[src/rtl/lsu_ctrl.sv]
// Load/store control stage in front of the byte-addressed data memory.
// Classifies each request as illegal, out of range, misaligned or aligned,
// then performs one memory access, splits it into byte accesses, or reports
// an error.
// Optional feature macro: LSU_MISALIGN_SPLIT_EN (split misaligned w/h/hu
// accesses into byte accesses; when undefined they are errors).
module lsu_ctrl #(
  parameter int unsigned MEM_BYTES = 1024
) (
  input  logic        clk,
  input  logic        rst,
  input  logic        req_valid,
  output logic        req_ready,
  input  logic        req_we,
  input  logic [3:0]  req_ls,
  input  logic [31:0] req_addr,
  input  logic [31:0] req_wdata,
  output logic        resp_valid,
  output logic [31:0] resp_data,
  output logic        resp_err,
  output logic        mem_we,
  output logic [31:0] mem_addr,
  output logic [31:0] mem_din,
  output logic [3:0]  mem_ls,
  input  logic [31:0] mem_dout
);

`ifdef LSU_MISALIGN_SPLIT_EN
  typedef enum logic [1:0] {IDLE, ACCESS, SPLIT, RESP} state_t;
`else
  typedef enum logic [1:0] {IDLE, ACCESS, RESP} state_t;
`endif

  localparam logic [3:0] LS_W  = 4'b0000;
  localparam logic [3:0] LS_H  = 4'b1000;
  localparam logic [3:0] LS_B  = 4'b0100;
  localparam logic [3:0] LS_HU = 4'b0010;
  localparam logic [3:0] LS_BU = 4'b0001;

  state_t      state_q, state_d;
  logic        we_q;
  logic [3:0]  ls_q;
  logic [31:0] addr_q;
  logic [31:0] wdata_q;

  logic        accept;
  logic        known, illegal, oor, misal;
  logic [2:0]  size;
  logic [32:0] end_addr;

`ifdef LSU_MISALIGN_SPLIT_EN
  logic [1:0]  idx_q;
  logic [31:0] asm_q, asm_next;
  logic        last_byte;
`endif

  assign accept     = req_valid && (state_q == IDLE);
  assign req_ready  = (state_q == IDLE);
  assign resp_valid = (state_q == RESP);

  // Classify the incoming request; range check in 33 bits so it cannot wrap
  always_comb begin
    known = 1'b1;
    size  = 3'd1;
    case (req_ls)
      LS_W:        size = 3'd4;
      LS_H, LS_HU: size = 3'd2;
      LS_B, LS_BU: size = 3'd1;
      default:     known = 1'b0;
    endcase
    illegal  = !known || (req_we && ((req_ls == LS_HU) || (req_ls == LS_BU)));
    end_addr = {1'b0, req_addr} + 33'(size) - 33'd1;
    oor      = end_addr >= 33'(MEM_BYTES);
    misal    = ((req_ls == LS_W) && (req_addr[1:0] != 2'b00)) ||
               (((req_ls == LS_H) || (req_ls == LS_HU)) && req_addr[0]);
  end

`ifdef LSU_MISALIGN_SPLIT_EN
  // Merge the byte arriving this cycle into the assembly buffer
  always_comb begin
    asm_next = asm_q;
    asm_next[{idx_q, 3'b000} +: 8] = mem_dout[7:0];
    last_byte = (ls_q == LS_W) ? (idx_q == 2'd3) : (idx_q == 2'd1);
  end
`endif

  // Next-state selection
  always_comb begin
    state_d = state_q;
    case (state_q)
      IDLE: begin
        if (accept) begin
          if (illegal || oor) begin
            state_d = RESP;
          end else if (misal) begin
`ifdef LSU_MISALIGN_SPLIT_EN
            state_d = SPLIT;
`else
            state_d = RESP;
`endif
          end else begin
            state_d = ACCESS;
          end
        end
      end
      ACCESS: state_d = RESP;
`ifdef LSU_MISALIGN_SPLIT_EN
      SPLIT:  if (last_byte) state_d = RESP;
`endif
      RESP:   state_d = IDLE;
      default: state_d = IDLE;
    endcase
  end

  // Memory port drive; idle value is all zeros
  always_comb begin
    mem_we   = 1'b0;
    mem_addr = '0;
    mem_din  = '0;
    mem_ls   = 4'b0000;
    case (state_q)
      ACCESS: begin
        mem_we   = we_q;
        mem_addr = addr_q;
        mem_din  = wdata_q;
        mem_ls   = ls_q;
      end
`ifdef LSU_MISALIGN_SPLIT_EN
      SPLIT: begin
        mem_we   = we_q;
        mem_addr = addr_q + {30'b0, idx_q};
        mem_din  = {24'b0, wdata_q[{idx_q, 3'b000} +: 8]};
        mem_ls   = we_q ? LS_B : LS_BU;
      end
`endif
      default: ;
    endcase
  end

  // State, request latches and response registers
  always_ff @(posedge clk or posedge rst) begin
    if (rst) begin
      state_q   <= IDLE;
      we_q      <= 1'b0;
      ls_q      <= '0;
      addr_q    <= '0;
      wdata_q   <= '0;
      resp_data <= '0;
      resp_err  <= 1'b0;
`ifdef LSU_MISALIGN_SPLIT_EN
      idx_q     <= '0;
      asm_q     <= '0;
`endif
    end else begin
      state_q <= state_d;
      case (state_q)
        IDLE: begin
          if (accept) begin
            we_q    <= req_we;
            ls_q    <= req_ls;
            addr_q  <= req_addr;
            wdata_q <= req_wdata;
`ifdef LSU_MISALIGN_SPLIT_EN
            idx_q   <= '0;
            asm_q   <= '0;
            if (illegal || oor) begin
`else
            if (illegal || oor || misal) begin
`endif
              resp_data <= '0;
              resp_err  <= 1'b1;
            end
          end
        end
        ACCESS: begin
          resp_err  <= 1'b0;
          resp_data <= we_q ? '0 : mem_dout;
        end
`ifdef LSU_MISALIGN_SPLIT_EN
        SPLIT: begin
          if (!we_q) asm_q <= asm_next;
          idx_q <= idx_q + 2'd1;
          if (last_byte) begin
            resp_err <= 1'b0;
            if (we_q)                resp_data <= '0;
            else if (ls_q == LS_W)   resp_data <= asm_next;
            else if (ls_q == LS_H)   resp_data <= {{16{asm_next[15]}}, asm_next[15:0]};
            else                     resp_data <= {16'b0, asm_next[15:0]};
          end
        end
`endif
        default: ;
      endcase
    end
  end

endmodule

[config.mk]
export PLATFORM = sky130hd
export DESIGN_NAME = lsu_ctrl
export DESIGN_NICKNAME = d
export VERILOG_FILES = /design/src/rtl/lsu_ctrl.sv
export SDC_FILE = /design/constraint.sdc
export NUM_CORES = 1
export LEC_CHECK = 0
export CORE_ASPECT_RATIO = 1.1
export CORE_UTILIZATION = 30
export CTS_CLUSTER_SIZE = 16
export DETAILED_ROUTE_END_ITERATION = 16
export GPL_ROUTABILITY_DRIVEN = 0
export PLACE_DENSITY = 0.67
export RECOVER_POWER = 50
export SYNTH_ARGS = -nofsm -noshare
export SYNTH_HDL_FRONTEND = slang
export SYNTH_SLANG_ARGS = --single-unit
export TNS_END_PERCENT = 20
[constraint.sdc]
create_clock -name clk -period 3.4 [get_ports clk]
set_input_delay 0.85 -clock clk [delete_from_list [all_inputs] [get_ports clk]]
set_output_delay 0.85 -clock clk [all_outputs]
set_load 0.005 [all_outputs]
---- Word level (Yosys, flattened, before mapping) ----
Index checks and enable logic that the tools add are counted.
word-level totals
  register bits ........................... 104
  latch bits .............................. 0
  memory bits (writable) .................. 0
  bits in read-only memories .............. 0
  input port bits ......................... 104
  output and inout bits ................... 104
  word-level logic and storage cells ...... 54
  memories kept ........................... 0
operators by class
  $add $sub $neg .......................... 2
  $mul .................................... 0
  divide/modulo/power cells ............... 0
  $lt $le $gt $ge ......................... 1
  equality and inequality tests ........... 8
  shifts and indexed selects .............. 0
  muxes and demuxes ....................... 17
  bitwise logic cells ..................... 0
  reductions and logical operators ........ 19
operator list
  kind                                                                 count
  two-way mux 32 bit                                                   5
  case mux 32 bit (2 select lines)                                     1
  adder 32 x 3 -> 33 bit                                               1
  greater-or-equal comparator 33 x 11 -> 1 bit, second input constant  1
  subtractor 33 x 1 -> 33 bit, second input constant                   1
  logical OR 1 bit                                                     6
  two-way mux 2 bit                                                    3
  case mux 3 bit (2 select lines)                                      1
  OR reduction 5 bit                                                   1
  == test 4 x 1 -> 1 bit, second input constant                        1
  == test 4 x 2 -> 1 bit, second input constant                        1
  == test 4 x 3 -> 1 bit, second input constant                        1
  == test 4 bit, second input constant                                 1
  logical AND 1 bit                                                    4
  logical NOT 4 bit                                                    1
  two-way mux 1 bit                                                    4
  two-way mux 4 bit                                                    1
  inequality test 2 x 1 -> 1 bit, second input constant                2
  case mux 2 bit (2 select lines)                                      1
  nonzero test 2 bit                                                   2
  AND reduction 3 bit                                                  1
  == test 2 x 1 -> 1 bit, second input constant                        1
  == test 2 bit, second input constant                                 1
  logical NOT 2 bit                                                    1
  other kinds (4)                                                      4

---- Longest topological paths before layout ----
  depth in word-level cells ............... 11
  depth in mapped cells ................... 17
  gate-level depth less buffers ........... 16

---- Worst setup path after synthesis ----
OpenSTA, ideal clock, no wires.
  kind .................................... input-to-reg
  start point ............................. input port req_ls[0]
  end point ............................... register resp_data[0]
  library setup time ...................... 74 ps
  arrival time ............................ 4,028 ps
  required time ........................... 3,326 ps
  path slack .............................. -702 ps
  stages .................................. 17
  buffers on the path ..................... 1
  cells stage by stage .................... nor2_1 -> nand2_1 -> ha_1 -> inv_1 -> ha_1 -> inv_1 -> fa_1 -> nand2b_1 -> a21oi_1 -> o21ai_1 -> a21o_1 -> a21boi_0 -> a2bb2o_1 -> nor4_4 -> nand4_2 -> buf_6 -> o21ai_2
on the way
  cells in the longest elaborated chain, start to end .. 10
  elaborated cells between the ends (all ways) .. 24
  those cells by class .................... add/sub (2); order compare (1); eq/ne (5); mux (2); reduce/logical (14)
ends and longest elaborated chain
  element                                                         RTL line    source
  start: declaration                                              15          input logic [3:0] req_ls,
  == test 4 bit / == test 4 x 2 -> 1 bit (equally long branches)  65, 75, 71
  OR reduction 2 bit                                              65          case (req_ls)
  case mux 3 bit (2 select lines)                                 65
  adder 32 x 3 -> 33 bit                                          72          end_addr = {1'b0, req_addr} + 33'(size) - 33'd1;
  subtractor 33 x 1 -> 33 bit                                     72
  greater-or-equal comparator 33 x 11 -> 1 bit                    73          oor = end_addr >= 33'(MEM_BYTES);
  logical OR 1 bit                                                168         if (illegal || oor || misal) begin
  logical OR 1 bit (*)                                            168
  inequality test 2 x 1 -> 1 bit (no line) (*)                    --
  AND reduction 3 bit (no line) (*)                               --
  end signal: assignment                                          177         resp_data <= we_q ? '0 : mem_dout;
  end: declaration                                                19          output logic [31:0] resp_data,
Every way passes the cells marked *; elsewhere a longest branch is shown, timed or not.
A chain may end at the register's enable or synchronous reset.

---- Worst setup path after layout ----
  start point ............................. input port req_ls[3]
  end point ............................... register resp_data[22]
Same word-level chain as after synthesis.

==> impl_metrics.json <==
{
  "slew_headroom_pct": -20.2,
  "ys_ff_latch": 104,
  "hold-path-cell-count": 2,
  "worst_slew_pin_slew_ps": 1790,
  "final_common_cell": "clkdlybuf4s50_1",
  "synth_area_um2": 7020,
  "finalSetupViolCount": 35,
  "syn_nets": 921,
  "grt_pass1_wl_mm": 35.4,
  "clock_latency_ps": 350,
  "violations": "capacitance limit, slew limit, setup timing",
  "cp_cell_sequence": "buf_8 -> xor2_1 -> nand2_1 -> ha_1 -> inv_1 -> ha_4 -> buf_6 -> a21o_1 -> nand4_1 -> a21o_1 -> a2111oi_4 -> o31ai_2 -> nor4bb_1 -> nor4b_4 -> nand4_4 -> buf_6 -> buf_16 -> o21ai_2",
  "slew_violations": 41,
  "io_pins": 208,
  "drive_gt1_share_pct": 27.5,
  "synth_edf_count": 0,
  "viasPerCell": 4.86,
  "start_util_pct": 30.6,
  "die_y_um": 162,
  "seq_area_um2": 2600,
  "drc": 0,
  "cts_sinks": 104,
  "hp-class": "reg2reg",
  "clock_path_buffers": 2,
  "antenna_found_initial": 0,
  "timing.rr.start": "state_q[1]",
  "end_kind": "flop",
  "cts_max_level": 3,
  "synth-main-ff-cell": "dfrtp_1",
  "core-area_um2": 22900,
  "track_usage_pct": 18.6,
  "ff2ff_setup_slack_ps": 1350,
  "synth_top_area_cell": "dfrtp_1",
  "power_per_cell_area_nw_per_um2": 317,
  "cp_slowest_cell": "a2111oi_4",
  "clock-root-buffer": "clkbuf_16",
  "wl_per_cell_um": 15.5,
  "diodes": 0,
  "worstPathArrival_ps": 4150,
  "firstDrtPassIters": 4,
  "ys_types": 73,
  "grt_max_degree": 71,
  "critPathKind": "in2reg",
  "drv_cap": 1,
  "synthArstFlopShare_pct": 100,
  "fin_ws_ps": -468,
  "rr_worst_depth": 4,
  "min_to": "addr_q[29]",
  "io_buffers": 207,
  "period_share_pct": 114,
  "status": "finished with violations",
  "cts_hold_buf": 0,
  "p_leak_nw": 4.81,
  "drt_wl_total_mm": 22.3,
  "hpwl_mm": 16.9,
  "cp_max_fo": 8,
  "final_nets": 1268,
  "critical_path.max_stage_delay_ps": 410,
  "synthCells": 782,
  "start_kind": "input pin",
  "multi_input_area_um2": 4170,
  "vdd_drop_max_v": 0.000183,
  "r2r-end": "addr_q[17]",
  "synth.avg_cell_area_um2": 8.97,
  "p_total_w": 0.00355,
  "netlist_top_cells_area": "dfrtp_1 37%, and2_1 6.5%, mux2_2 6.1%",
  "cts_tree": "built",
  "seq_area_frac_synth_pct": 37.1,
  "cts.clk_slew.worst_paths_ps": 70,
  "layout_common_cells": "195 x clkdlybuf4s50_1, 158 x buf_4, 104 x dfrtp_1",
  "timing.hold.ws_ps": 473,
  "die_w_um": 148,
  "post-route-min-period_ps": 3870,
  "dieArea_um2": 24000,
  "min_from": "addr_q[29]",
  "design_area_um2": 11200,
  "grt_pass1_vias": 6986,
  "report.final.hold_viol_count": 0,
  "max_clock_freq_ghz": 0.259,
  "vias": 6972,
  "antenna_left": 0,
  "fin_worst_skew_ps": 7.88,
  "rsz0062_at_grt": "true",
  "synth_top_area_share_pct": 37.1,
  "drt_iter0_markers": 296,
  "fillers": 2208,
  "worstPathRequired_ps": 3680,
  "dpl_cell_area_um2": 10600,
  "critPathTopFamily": "simple AND/OR/NAND/NOR gates",
  "cts_made_buffers": 9,
  "overflow": 0,
  "synth_warnings": 0,
  "area_delta_synth_final_pct": 59.6,
  "rows": 58,
  "path_buf_inv": 5
}
-- synth_stat cells, types with 5 or more instances --
| library cell | number |
|---|---|
| xnor2_1 | 10 |
| nand3_1 | 6 |
| buf_2 | 6 |
| and2_1 | 73 |
| o31ai_1 | 5 |
| o21a_1 | 7 |
| nand2b_1 | 7 |
| nor3_1 | 11 |
| a21oi_1 | 37 |
| nor2b_1 | 6 |
| nand4_1 | 14 |
| a31oi_1 | 6 |
| inv_1 | 78 |
| a211oi_1 | 5 |
| o211ai_1 | 6 |
| nor4_1 | 6 |
| o21ai_0 | 53 |
| nor2_1 | 19 |
| a22oi_1 | 32 |
| ha_1 | 34 |
| mux2_2 | 38 |
| o21ai_2 | 30 |
| nand2_1 | 71 |
| dfrtp_1 | 104 |
| clkbuf_1 | 29 |
| a21o_1 | 10 |
-- layer usage --
metal	GRT usage, %	up-vias	part of all wire [%]
li1	-	3444	-
met1	22.1	3302	42
met2	34.0	201	50
met3	3.59	25	6.1
met4	5.30	0	1.9
met5	0	-	0
-- flip-flops by register name, indices dropped and copies added, names as in the netlist --
signal     count
addr_q        32
state_q        2
resp_err       1
we_q           1
resp_data     32
wdata_q       32
ls_q           4
-- where the power goes --
group / internal [W] / leakage [nW] / switching (W)
registers: 0.00135 / 1.31 / 0.0000538
logic: 0.000544 / 3.35 / 0.000478
clock network: 0.000596 / 0.157 / 0.000528
-- worst min-delay path, cell delays in order (launching register included) --
cell,delay [ps]
dfrtp_1,340
nand2_1,50
o21ai_0,60
-- repair_timing --
action	CTS	global route
gates resized for setup	54	21
setup endpoints to repair	35	35
pin swaps	27	21
gates cloned	3	0
buffers inserted	9	2
-- cell type report --
cell class	count	share of cell area (%)
multi-input cells	559	37.2
repair buffers	377	30.7
flip-flops and latches	104	23.2
well taps	300	3.35
inverters	78	2.63
clock buffers	9	2.01
clock inverters	7	0.849
-- cell families after synthesis --
group,Yosys count,synth area share [%]
AND/OR/NAND/NOR,241,18.9
AO/OA/AOI/OAI,230,22.8
buffers and inverters,119,6.90
flip-flops,104,37.1
multiplexers,39,6.24
adder cells (fa/ha/maj),35,6.35
XOR/XNOR,14,1.75
-- through the flow --
stage | setup TNS [ps] | cells | util, % | setup slack (ps)
2_1_floorplan | -30960 | 782 | - | -364
3_3_place_gp | -41560 | 1405 | 46.0 | -1240
3_5_place_dp | -45550 | 1405 | 46.0 | -1350
4_1_cts | -16080 | 1433 | 48.4 | -506
5_1_grt | -20170 | 1434 | 48.8 | -634
6_report | -14660 | 1434 | 48.8 | -468
-- worst max path at each step --
stage                    from            end  cells past startpoint
floorplan           req_ls[3]   resp_data[0]                     17
global placement    req_ls[1]  resp_data[25]                     18
detailed placement  req_ls[1]  resp_data[31]                     18
CTS                 req_ls[3]  resp_data[16]                     18
global route        req_ls[3]  resp_data[16]                     18
finish              req_ls[3]  resp_data[22]                     18
Power figures use the tool's default switching activity.
